### src/rtl/addsub_pkg.sv
// Shared definitions for the pipelined add/subtract unit: operation mode
// encoding and the slice-width helper used to size each pipeline stage.
package addsub_pkg;

  localparam logic MODE_ADD = 1'b0;
  localparam logic MODE_SUB = 1'b1;

  function automatic int slice_width(input int width, input int stages);
    return (stages > 0) ? width / stages : 0;
  endfunction

endpackage

### src/rtl/adder_slice.sv
// Combinational SW-bit ripple adder made of full_adder cells; also reports the
// signed-overflow condition seen at its top bit.
module adder_slice #(
  parameter int SW = 4
) (
  input  logic [SW-1:0] a,
  input  logic [SW-1:0] b,
  input  logic          ci,
  output logic [SW-1:0] s,
  output logic          co,
  output logic          ovf
);

  // Each bit keeps its own carry nets so the chain is a series of scalars.
  for (genvar i = 0; i < SW; i++) begin : g_bit
    logic c_in;
    logic c_out;
    if (i == 0) begin : g_lsb
      assign c_in = ci;
    end else begin : g_chain
      assign c_in = g_bit[i-1].c_out;
    end
    full_adder u_fa (
      .a (a[i]),
      .b (b[i]),
      .ci(c_in),
      .s (s[i]),
      .co(c_out)
    );
  end

  assign co  = g_bit[SW-1].c_out;
  assign ovf = (a[SW-1] == b[SW-1]) && (s[SW-1] != a[SW-1]);

endmodule

### src/rtl/full_adder.sv
// Single-bit full adder cell, the building block of every ripple slice.
module full_adder (
  input  logic a,
  input  logic b,
  input  logic ci,
  output logic s,
  output logic co
);

  assign s  = a ^ b ^ ci;
  assign co = (a & b) | (ci & (a ^ b));

endmodule

### src/rtl/pipelined_addsub.sv
// Pipelined add/subtract unit: STAGES ripple slices with a registered carry
// between them, valid/ready on both sides, one result per cycle.
module pipelined_addsub
  import addsub_pkg::*;
#(
  parameter int WIDTH  = 16,
  parameter int STAGES = 4
) (
  input  logic             clk,
  input  logic             rst_n,
  input  logic             in_valid,
  output logic             in_ready,
  input  logic [WIDTH-1:0] in_a,
  input  logic [WIDTH-1:0] in_b,
  input  logic             in_cin,
  input  logic             in_sub,
  output logic             out_valid,
  input  logic             out_ready,
  output logic [WIDTH-1:0] out_sum,
  output logic             out_co,
  output logic             out_ovf
);

  localparam int SW = slice_width(WIDTH, STAGES);

  if (STAGES < 1 || STAGES > WIDTH || (WIDTH % STAGES) != 0) begin : g_param_check
    $error("pipelined_addsub: STAGES=%0d must divide WIDTH=%0d", STAGES, WIDTH);
  end

  logic              advance;
  logic [WIDTH-1:0]  a_pipe   [STAGES];
  logic [WIDTH-1:0]  b_pipe   [STAGES];
  logic [WIDTH-1:0]  sum_pipe [STAGES+1];
  logic [STAGES:0]   carry_pipe;
  logic [STAGES:0]   vld_pipe;
  logic [STAGES-1:0] ovf_c;
  logic              ovf_q;
  logic              unused_ok;

  // The whole pipeline moves as one; a stalled output freezes every stage.
  assign advance  = !vld_pipe[STAGES] || out_ready;
  assign in_ready = advance;

  assign a_pipe[0]     = in_a;
  assign b_pipe[0]     = (in_sub == MODE_SUB) ? ~in_b : in_b;
  assign carry_pipe[0] = (in_sub == MODE_SUB) ? ~in_cin : in_cin;
  assign vld_pipe[0]   = in_valid;
  assign sum_pipe[0]   = '0;

  for (genvar k = 0; k < STAGES; k++) begin : g_stage
    logic [SW-1:0]    slice_s;
    logic             slice_co;
    logic [WIDTH-1:0] sum_next;
    logic [WIDTH-1:0] sum_r;
    logic             carry_r;
    logic             vld_r;

    adder_slice #(.SW(SW)) u_slice (
      .a  (a_pipe[k][k*SW +: SW]),
      .b  (b_pipe[k][k*SW +: SW]),
      .ci (carry_pipe[k]),
      .s  (slice_s),
      .co (slice_co),
      .ovf(ovf_c[k])
    );

    always_comb begin
      sum_next = sum_pipe[k];
      sum_next[k*SW +: SW] = slice_s;
    end

    always_ff @(posedge clk or negedge rst_n) begin
      if (!rst_n) begin
        vld_r   <= 1'b0;
        carry_r <= 1'b0;
        sum_r   <= '0;
      end else if (advance) begin
        vld_r   <= vld_pipe[k];
        carry_r <= slice_co;
        sum_r   <= sum_next;
      end
    end

    assign vld_pipe[k+1]   = vld_r;
    assign carry_pipe[k+1] = carry_r;
    assign sum_pipe[k+1]   = sum_r;

    // Operands ride along so the upper slices meet their carry one stage later.
    if (k < STAGES - 1) begin : g_skew
      logic [WIDTH-1:0] a_r;
      logic [WIDTH-1:0] b_r;

      always_ff @(posedge clk or negedge rst_n) begin
        if (!rst_n) begin
          a_r <= '0;
          b_r <= '0;
        end else if (advance) begin
          a_r <= a_pipe[k];
          b_r <= b_pipe[k];
        end
      end

      assign a_pipe[k+1] = a_r;
      assign b_pipe[k+1] = b_r;
    end
  end

  always_ff @(posedge clk or negedge rst_n) begin
    if (!rst_n) begin
      ovf_q <= 1'b0;
    end else if (advance) begin
      ovf_q <= ovf_c[STAGES-1];
    end
  end

  assign out_valid = vld_pipe[STAGES];
  assign out_sum   = sum_pipe[STAGES];
  assign out_co    = carry_pipe[STAGES];
  assign out_ovf   = ovf_q;

  // Only the final stage's overflow and each operand's top slice matter downstream.
  assign unused_ok = ^{a_pipe[STAGES-1], b_pipe[STAGES-1], ovf_c};

endmodule

### config.mk
export PLATFORM = sky130hd
export DESIGN_NAME = pipelined_addsub
export DESIGN_NICKNAME = d
export VERILOG_FILES = /design/src/rtl/addsub_pkg.sv /design/src/rtl/adder_slice.sv /design/src/rtl/full_adder.sv /design/src/rtl/pipelined_addsub.sv
export SDC_FILE = /design/constraint.sdc
export NUM_CORES = 1
export LEC_CHECK = 0
export CAP_MARGIN = 20
export CORE_MARGIN = 4
export CORE_UTILIZATION = 50
export DETAILED_ROUTE_END_ITERATION = 7
export GPL_TIMING_DRIVEN = 1
export PLACE_DENSITY = 0.74
export SETUP_SLACK_MARGIN = 0.3
export SYNTH_ARGS = -nofsm -noshare
export SYNTH_HDL_FRONTEND = slang
export SYNTH_SLANG_ARGS = --single-unit
export TNS_END_PERCENT = 30
### constraint.sdc
create_clock -name clk -period 7.6 [get_ports clk]
set_clock_uncertainty 0.15 [all_clocks]
set_input_delay 1.14 -clock clk [delete_from_list [all_inputs] [get_ports clk]]
set_output_delay 1.14 -clock clk [all_outputs]
set_load 0.03 [all_outputs]
==> flow_summary.json, run 1 <==
{
  "gp_congestion": 0.737,
  "cts_setup_buffers": 0,
  "synth.net_count": 337,
  "cp.arrival_ns": 3.80,
  "drc_errors": 0,
  "ff2ff_setup_slack_ns": 4.63,
  "worstMarginPinSlew_ns": 0.658,
  "tns_ns": 0,
  "fp.dieW_um": 100,
  "crit_type": "input pin to output port",
  "final_util_pct": 62.2,
  "max_freq_ghz": 0.197,
  "postRouteAntennaNets": 0,
  "cts_buffer_depth": 2,
  "via_per_inst": 5.05,
  "fin_crit_sh_pct": 66.9,
  "drive_above_1_share_pct": 29.7,
  "drv_slew": 0,
  "cts_root_buffer": "clkbuf_8",
  "max-slew-margin-rel_pct": 56.2,
  "holdCritPathClass": "flip-flop to flip-flop",
  "grt_setup_unrepaired": "false",
  "top_layer_used": "met4",
  "end_kind": "output port",
  "cts_made_buffers": 9,
  "synth-seq-area-share_pct": 56.8,
  "multi_input_area_um2": 1650,
  "share_seq_of_total_power_pct": 42.8,
  "place_inst": 433,
  "ys_types": 20,
  "wl_met3_um": 260,
  "totalWireLength_um": 7020,
  "worstPathCellList": "clkdlybuf4s50_1, nor2b_4, clkinv_2, clkdlybuf4s50_1",
  "power.leakage_nw": 2.24,
  "ctsResizeCount": 0,
  "p_int_mw": 1.39,
  "reg2regPathDepth": 4,
  "clk_pin_slew_ns": 0.09,
  "power_density_nw_per_um2": 403,
  "required_ns": 6.31,
  "power_frac_comb_pct": 39.2,
  "die_y_um": 100,
  "cap_viol_max_count": 0,
  "first_pass_iters": 4,
  "syn_to_final_growth_pct": 20.1,
  "min_path_cells": 1,
  "start_kind": "input pin",
  "final_cell_mix": "97 x dfrtp_1, 68 x mux2_2, 56 x clkdlybuf4s50_1, 25 x inv_1, 16 x fa_1",
  "grt_max_degree": 51,
  "synthesis.area_um2": 4270,
  "min_to": "out_valid$_DFFE_PN0P_",
  "synth.avg_cell_area_um2": 15.2,
  "route.vias.total": 2268,
  "dieArea_um2": 10100,
  "max_stage_delay_ns": 0.79,
  "clkSinkCount": 97,
  "vdd_drop_max_mv": 0.171,
  "grt_overflow": 0,
  "route.met2.wl_um": 3330,
  "drtIter0Drc": 101,
  "status": "completed",
  "finalHoldViolCount": 0,
  "regToRegEndpoint": "g_stage[1].g_skew.a_r[10]$_DFFE_PN0P_",
  "cp_slowest_cell": "clkdlybuf4s50_1",
  "fin_crit_ns": 5.09,
  "first_global_vias": 2519,
  "stdcell_count": 449,
  "n_antenna_cell": 0,
  "grt_pass1_wl_um": 12400,
  "wl_per_cell_um": 15.6,
  "clk_latency_ns": 0.36,
  "std_cell_rows": 33,
  "cts_tree": "done",
  "total_power_mw": 2.07,
  "hp-start": "g_stage[2].vld_r$_DFFE_PN0P_",
  "cts-hold-fix-buffers": 0,
  "yosysWarnings": 0,
  "layout_commonest_cell": "dfrtp_1",
  "io_buffers": 57,
  "r2r_start": "out_valid$_DFFE_PN0P_",
  "crit_path_frequent_cell": "clkdlybuf4s50_1",
  "regArea_um2": 2430,
  "core_um2": 8260,
  "track_usage_pct": 15.7,
  "io_pins": 58,
  "antenna_found_initial": 0,
  "synth-seq-cells": 97,
  "num-nets-final": 394,
  "critPathMaxFanout": 39,
  "setup_viol": 0,
  "synth_cells": 282,
  "start_util_pct": 51.8,
  "p_switching_uw": 675,
  "wl_met1_um": 3260,
  "htreeDepth": 3,
  "clkPwrFrac_pct": 18.0,
  "sw_frac_of_total_pct": 32.6,
  "nFillCells": 634,
  "post-dp-hpwl_um": 4920
}
## worst max-delay path, delay by kind of cell
kind,cells,cell delay [ns]
simple gates,1,0.49
buf+inv,3,2.13
## stage by stage
step           hold slack (ns)  setup WS, ns  instance area [µm²]
3_3_place_gp             0.287          2.56                 4900
6_report                 0.320          2.51                 5130
4_1_cts                  0.323          2.49                 5130
3_5_place_dp             0.299          2.47                 4900
5_1_grt                  0.363          2.33                 5130
2_1_floorplan            0.278          3.82                 4270
## worst max-delay path by stage
stage | cells after the start | slack, ns | startpoint | endpoint
after CTS | 4 | 2.49 | out_ready | in_ready
after detailed placement | 4 | 2.47 | out_ready | in_ready
after floorplan | 9 | 3.82 | in_sub | g_stage[0].sum_r[3]$_DFFE_PN0P_
final | 4 | 2.51 | out_ready | in_ready
after global placement | 4 | 2.56 | out_ready | in_ready
after global routing | 4 | 2.33 | out_ready | in_ready
## flip-flops by register name (all words and copies together) (netlist names)
| signal | cells |
|---|---|
| out_valid | 1 |
| out_co | 1 |
| g_stage.carry_r | 3 |
| out_sum | 16 |
| g_stage.g_skew.a_r | 24 |
| g_stage.g_skew.b_r | 24 |
| g_stage.sum_r | 24 |
| out_ovf | 1 |
| g_stage.vld_r | 3 |
## layout make-up
cell class                 instances  area share, %
tap                              105           2.56
multi-input combinational        145           32.2
timing repair buffer              60           11.5
inverter                          26           1.93
sequential                        97           47.3
clock buffer                      12           3.02
clock inverter                     4           1.46
## synthesized netlist by cell type
cell type	count	area, µm²
buf_6	4	45.0
a21oi_1	11	55.1
inv_2	1	3.75
mux2_4	13	195
nor3b_1	11	82.6
xor2_1	12	105
ha_1	1	12.5
mux2i_1	3	30.0
mux2_2	68	766
nor2b_4	1	13.8
buf_2	7	35.0
inv_1	25	93.8
nand2b_1	1	6.26
xnor2_1	6	52.6
clkbuf_1	2	7.51
o31ai_1	1	7.51
dfrtp_1	97	2430
buf_4	1	7.51
nand3b_1	1	7.51
fa_1	16	320
## per-layer routing
| layer | GRT usage [%] | vias to the layer above |
|---|---|---|
| met4 | 6.94 | 0 |
| met1 | 21.5 | 1159 |
| met2 | 24.6 | 46 |
| met3 | 3.25 | 14 |
| met5 | 0 | - |
| li1 | - | 1049 |
## power groups by stage
stage	Combinational, mW	Clock [mW]	Sequential (mW)
finish	0.811	0.371	0.886
global route	0.907	0.403	0.919
CTS	0.830	0.382	0.891
detailed placement	0.828	0	0.900
global placement	0.796	0	0.888
floorplan	0.509	0	0.952
## kinds of logic after synthesis
logic type | synth area share (%)
buf+inv | 4.51
fa+ha+maj | 7.79
simple gates | 2.58
flops | 56.8
compound gates | 1.46
mux | 23.2
xor+xnor | 3.69
(Power assumes the default switching activity.)
==> run 2: changes to the inputs <==
--- a/config.mk
+++ b/config.mk
@@ -7,10 +7,10 @@
 export LEC_CHECK = 0
 export CAP_MARGIN = 20
 export CORE_MARGIN = 4
-export CORE_UTILIZATION = 50
+export CORE_UTILIZATION = 49
 export DETAILED_ROUTE_END_ITERATION = 7
 export GPL_TIMING_DRIVEN = 1
-export PLACE_DENSITY = 0.74
+export PLACE_DENSITY = 0.75
 export SETUP_SLACK_MARGIN = 0.3
 export SYNTH_ARGS = -nofsm -noshare
 export SYNTH_HDL_FRONTEND = slang
==> constraint.sdc (replaced) <==
create_clock -name clk -period 4.2 [get_ports clk]
set_clock_uncertainty 0.15 [all_clocks]
set_input_delay 0.63 -clock clk [delete_from_list [all_inputs] [get_ports clk]]
set_output_delay 0.63 -clock clk [all_outputs]
set_load 0.03 [all_outputs]
==> flow_summary.json, run 2 (same netlist as run 1, synthesis figures left out) <==
{
  "power_density_nw_per_um2": 714,
  "first_pass_iters": 4,
  "reg_top3": "g_stage.g_skew.a_r: 24 flops, g_stage.g_skew.b_r: 24 flops, g_stage.sum_r: 24 flops",
  "drv_slew": 0,
  "ctsResizeCount": 0,
  "wl_per_cell_um": 15.3,
  "totalWireLength_um": 6910,
  "first_global_vias": 2327,
  "via_per_inst": 4.98,
  "critPathMaxFanout": 4,
  "htreeDepth": 3,
  "clkSinkCount": 97,
  "reg2regPathDepth": 9,
  "fp.dieW_um": 101,
  "end_kind": "flip-flop",
  "ff2ff_setup_slack_ns": 1.57,
  "postRouteAntennaNets": 0,
  "route.vias.total": 2252,
  "dieArea_um2": 10300,
  "r2r_start": "g_stage[2].carry_r$_DFFE_PN0P_",
  "power.leakage_nw": 2.25,
  "place_area_um2": 4920,
  "crit_end": "g_stage[0].sum_r[3]$_DFFE_PN0P_",
  "antenna_found_initial": 0,
  "holdCritPathClass": "input pin to asynchronous set/reset pin",
  "cp.arrival_ns": 3.40,
  "nFillCells": 660,
  "fin_crit_ns": 3.30,
  "fin_crit_sh_pct": 78.7,
  "required_ns": 4.30,
  "clk_pin_slew_ns": 0.09,
  "gp_congestion": 0.682,
  "max_freq_ghz": 0.303,
  "p_switching_mw": 1.22,
  "core_um2": 8340,
  "clkPwrFrac_pct": 16.1,
  "std_cell_rows": 33,
  "regToRegEndpoint": "out_ovf$_DFFE_PN0P_",
  "die_y_um": 101,
  "track_usage_pct": 14.8,
  "final_cell_mix": "97 x dfrtp_1, 68 x mux2_2, 56 x clkdlybuf4s50_1, 25 x inv_1, 16 x fa_1",
  "crit_type": "input pin to flip-flop",
  "grt_pass1_wl_um": 11700,
  "cap_viol_max_count": 0,
  "p_int_mw": 2.45,
  "syn_to_final_growth_pct": 20.3,
  "drtIter0Drc": 47,
  "cts_tree": "done",
  "vdd_drop_max_mv": 0.306,
  "final_area_um2": 5140,
  "grt_max_degree": 87,
  "start_kind": "input pin",
  "layout_commonest_cell": "dfrtp_1",
  "share_seq_of_total_power_pct": 43.3,
  "n_antenna_cell": 0,
  "drive_above_1_share_pct": 30.3,
  "num-nets-final": 397,
  "drc_errors": 0,
  "cts_setup_buffers": 0,
  "clk_latency_ns": 0.36,
  "tns_ns": 0,
  "cts_made_buffers": 9,
  "cts_root_buffer": "clkbuf_8",
  "sw_frac_of_total_pct": 33.3,
  "cts-hold-fix-buffers": 0,
  "power_frac_comb_pct": 40.5,
  "start_util_pct": 51.2,
  "crit_start": "in_sub",
  "grt_setup_unrepaired": "false",
  "worstMarginPinSlew_ns": 0.871,
  "cts_buffer_depth": 2,
  "setup_viol": 0,
  "max-slew-margin-rel_pct": 41.9,
  "grt_overflow": 0,
  "io_pins": 58,
  "status": "completed",
  "finalHoldViolCount": 0,
  "post-dp-hpwl_um": 4800,
  "io_buffers": 57
}
[run 2: cell types whose count changed in the layout (fill, tap and decap cells not counted), sizes merged]
cell,delta
clkinv,+2
bufinv,-1
clkbuf,-2
inv,+1
buf,+3
[run 2: how the worst min path moves through the flow]
stage,from,to,slack [ns]
after floorplan,rst_n,g_stage[0].carry_r$_DFFE_PN0P_,0.18
after global placement,g_stage[2].vld_r$_DFFE_PN0P_,out_valid$_DFFE_PN0P_,0.29
after detailed placement,g_stage[2].vld_r$_DFFE_PN0P_,out_valid$_DFFE_PN0P_,0.29
after CTS,rst_n,g_stage[1].sum_r[6]$_DFFE_PN0P_,0.26
after global routing,rst_n,g_stage[1].sum_r[6]$_DFFE_PN0P_,0.29
final,rst_n,out_sum[5]$_DFFE_PN0P_,0.24
[run 2: metal layers]
metal  vias up  routed length, µm  track usage, %
li1       1054                  -               -
met4         0                 91            4.09
met1      1144               2970            19.6
met5         -                  0               0
met3         9                323            4.48
met2        45               3530            23.8
[run 2: worst max-delay path, stage by stage]
cell and delay, ns:
clkdlybuf4s50_1 0.68, xnor2_1 0.16, fa_1 0.43, fa_1 0.39, fa_1 0.36, inv_1 0.07, fa_1 0.41, mux2_4 0.26
[run 2: final cells by class]
| type | count | area, µm² | area share (%) |
|---|---|---|---|
| flip-flops and latches | 97 | 2430 | 47.2 |
| multi-input cells | 145 | 1650 | 32.2 |
| repair buffers | 63 | 633 | 12.3 |
| well taps | 105 | 131 | 2.56 |
| clock buffers | 10 | 128 | 2.48 |
| inverters | 26 | 98.8 | 1.92 |
| clock inverters | 6 | 67.6 | 1.31 |
[run 2: power by group through the flow]
stage / combinational [mW] / clock (mW) / sequential [mW]
floorplan: 0.920 / 0 / 1.72
global placement: 1.47 / 0 / 1.60
detailed placement: 1.51 / 0 / 1.62
CTS: 1.51 / 0.614 / 1.60
global route: 1.64 / 0.655 / 1.65
finish: 1.49 / 0.593 / 1.59
[run 2: per-stage QoR]
stage	total power, mW	hold WS [ns]	utilization, %	worst slack, ns	std cells
2_1_floorplan	2.64	0.184	-	0.929	282
3_3_place_gp	3.06	0.286	59.0	0.571	435
3_5_place_dp	3.13	0.292	59.0	0.494	435
4_1_cts	3.73	0.255	61.3	0.886	451
5_1_grt	3.95	0.293	61.6	0.822	452
6_report	3.67	0.239	61.6	0.896	452
==> run 3: changes to the inputs <==
==> constraint.sdc (replaced) <==
create_clock -name clk -period 2.88 [get_ports clk]
set_clock_uncertainty 0.15 [all_clocks]
set_input_delay 0.432 -clock clk [delete_from_list [all_inputs] [get_ports clk]]
set_output_delay 0.432 -clock clk [all_outputs]
set_load 0.03 [all_outputs]
==> flow_summary.json, run 3 (same netlist as run 1, synthesis figures left out) <==
{
  "n_antenna_cell": 0,
  "fin_crit_ns": 2.52,
  "grt_pass1_wl_um": 11800,
  "holdCritPathClass": "flip-flop to flip-flop",
  "route.vias.total": 2289,
  "critPathMaxFanout": 1,
  "clk_pin_slew_ns": 0.08,
  "io_buffers": 57,
  "cp.arrival_ns": 2.61,
  "grt_setup_unrepaired": "true",
  "grt_max_degree": 87,
  "fp.dieW_um": 101,
  "layout_commonest_cell": "dfrtp_1",
  "required_ns": 2.97,
  "place_area_um2": 4960,
  "r2r_start": "g_stage[2].g_skew.b_r[12]$_DFFE_PN0P_",
  "antenna_found_initial": 0,
  "worstMarginPinSlew_ns": 0.537,
  "cp_slowest_cell": "fa_2",
  "finalHoldViolCount": 0,
  "crit_start": "in_cin",
  "start_util_pct": 51.2,
  "postRouteAntennaNets": 0,
  "end_kind": "flip-flop",
  "post-dp-hpwl_um": 4880,
  "first_pass_iters": 3,
  "final_cell_mix": "97 x dfrtp_1, 68 x mux2_2, 52 x clkdlybuf4s50_1, 21 x inv_1, 13 x mux2_4",
  "wl_per_cell_um": 15.3,
  "power.leakage_nw": 2.27,
  "dieArea_um2": 10300,
  "cts_tree": "done",
  "syn_to_final_growth_pct": 21.4,
  "crit_type": "input pin to flip-flop",
  "start_kind": "input pin",
  "clk_latency_ns": 0.35,
  "grt_overflow": 0,
  "final_area_um2": 5190,
  "cts_made_buffers": 9,
  "setup_viol": 0,
  "totalWireLength_um": 6980,
  "status": "completed",
  "place_inst": 436,
  "track_usage_pct": 14.8,
  "cap_viol_max_count": 0,
  "htreeDepth": 3,
  "fin_crit_sh_pct": 87.6,
  "drv_slew": 0,
  "io_pins": 58,
  "cts_buffer_depth": 2,
  "max_stage_delay_ns": 0.39,
  "max_freq_ghz": 0.396,
  "reg_top3": "g_stage.g_skew.a_r: 24 flops, g_stage.g_skew.b_r: 24 flops, g_stage.sum_r: 24 flops",
  "cts_root_buffer": "clkbuf_8",
  "first_global_vias": 2426,
  "core_um2": 8340,
  "power_density_nw_per_um2": 1050,
  "drtIter0Drc": 64,
  "vdd_drop_max_mv": 0.588,
  "drc_errors": 0,
  "via_per_inst": 5.03,
  "std_cell_rows": 33,
  "worstPathCellList": "dlygate4sd2_1, xnor2_1, fa_2, fa_2, fa_2, inv_2, fa_1, mux2_4",
  "num-nets-final": 400,
  "clkSinkCount": 97,
  "crit_family": "adder cells",
  "max-slew-margin-rel_pct": 64.2,
  "stdcell_count": 455,
  "gp_congestion": 0.726,
  "drive_above_1_share_pct": 34.0,
  "hp-start": "g_stage[2].vld_r$_DFFE_PN0P_",
  "crit_path_frequent_cell": "fa_2",
  "total_power_mw": 5.42,
  "crit_buf_inv": 2,
  "die_y_um": 101
}
## run 3: repair_timing
item | CTS | global route
hold endpoints to repair | 41 | 0
hold buffers | 1 | 0
setup buffers | 0 | 2
pin swaps | 5 | 4
gates resized for setup | 16 | 1
setup endpoints to repair | 2 | 3
## run 3: area by class of cell
type / instances / area, µm²
well taps: 105 / 131
clock buffers: 10 / 128
inverters: 26 / 98.8
clock inverters: 6 / 67.6
multi-input cells: 145 / 1670
fillers: 646 / 3150
repair buffers: 66 / 661
flip-flops and latches: 97 / 2430
## run 3: worst paths after layout
path,to,slack [ns],depth (start not counted)
min reg2reg,out_valid$_DFFE_PN0P_,0.33,1
max in group asynchronous,g_stage[1].g_skew.a_r[11]$_DFFE_PN0P_,1.47,3
min,out_valid$_DFFE_PN0P_,0.33,1
max,g_stage[0].sum_r[3]$_DFFE_PN0P_,0.36,8
max reg2reg,out_ovf$_DFFE_PN0P_,0.39,9
min in group asynchronous,g_stage[0].g_skew.a_r[5]$_DFFE_PN0P_,0.44,2
## run 3: through the flow
| stage | hold slack [ns] | setup TNS [ns] | util (%) | setup slack (ns) |
|---|---|---|---|---|
| floorplan | -0.0136 | -0.0313 | - | -0.0313 |
| global placement | 0.292 | -0.322 | 59.5 | -0.322 |
| detailed placement | 0.302 | -0.404 | 59.5 | -0.383 |
| CTS | 0.322 | 0 | 62.0 | 0.299 |
| global route | 0.349 | 0 | 62.2 | 0.277 |
| finish | 0.328 | 0 | 62.2 | 0.356 |
## run 3: per-layer routing
metal | global-route usage (%) | wire [µm] | vias up
li1 | - | - | 1065
met1 | 19.9 | 3080 | 1173
met2 | 23.8 | 3500 | 44
met3 | 4.41 | 331 | 7
met4 | 3.68 | 62 | 0
met5 | 0 | 0 | -
## run 3: power breakdown
part	switching [mW]	internal, mW
clock	0.455	0.405
combinational	1.01	1.25
sequential	0.329	1.98
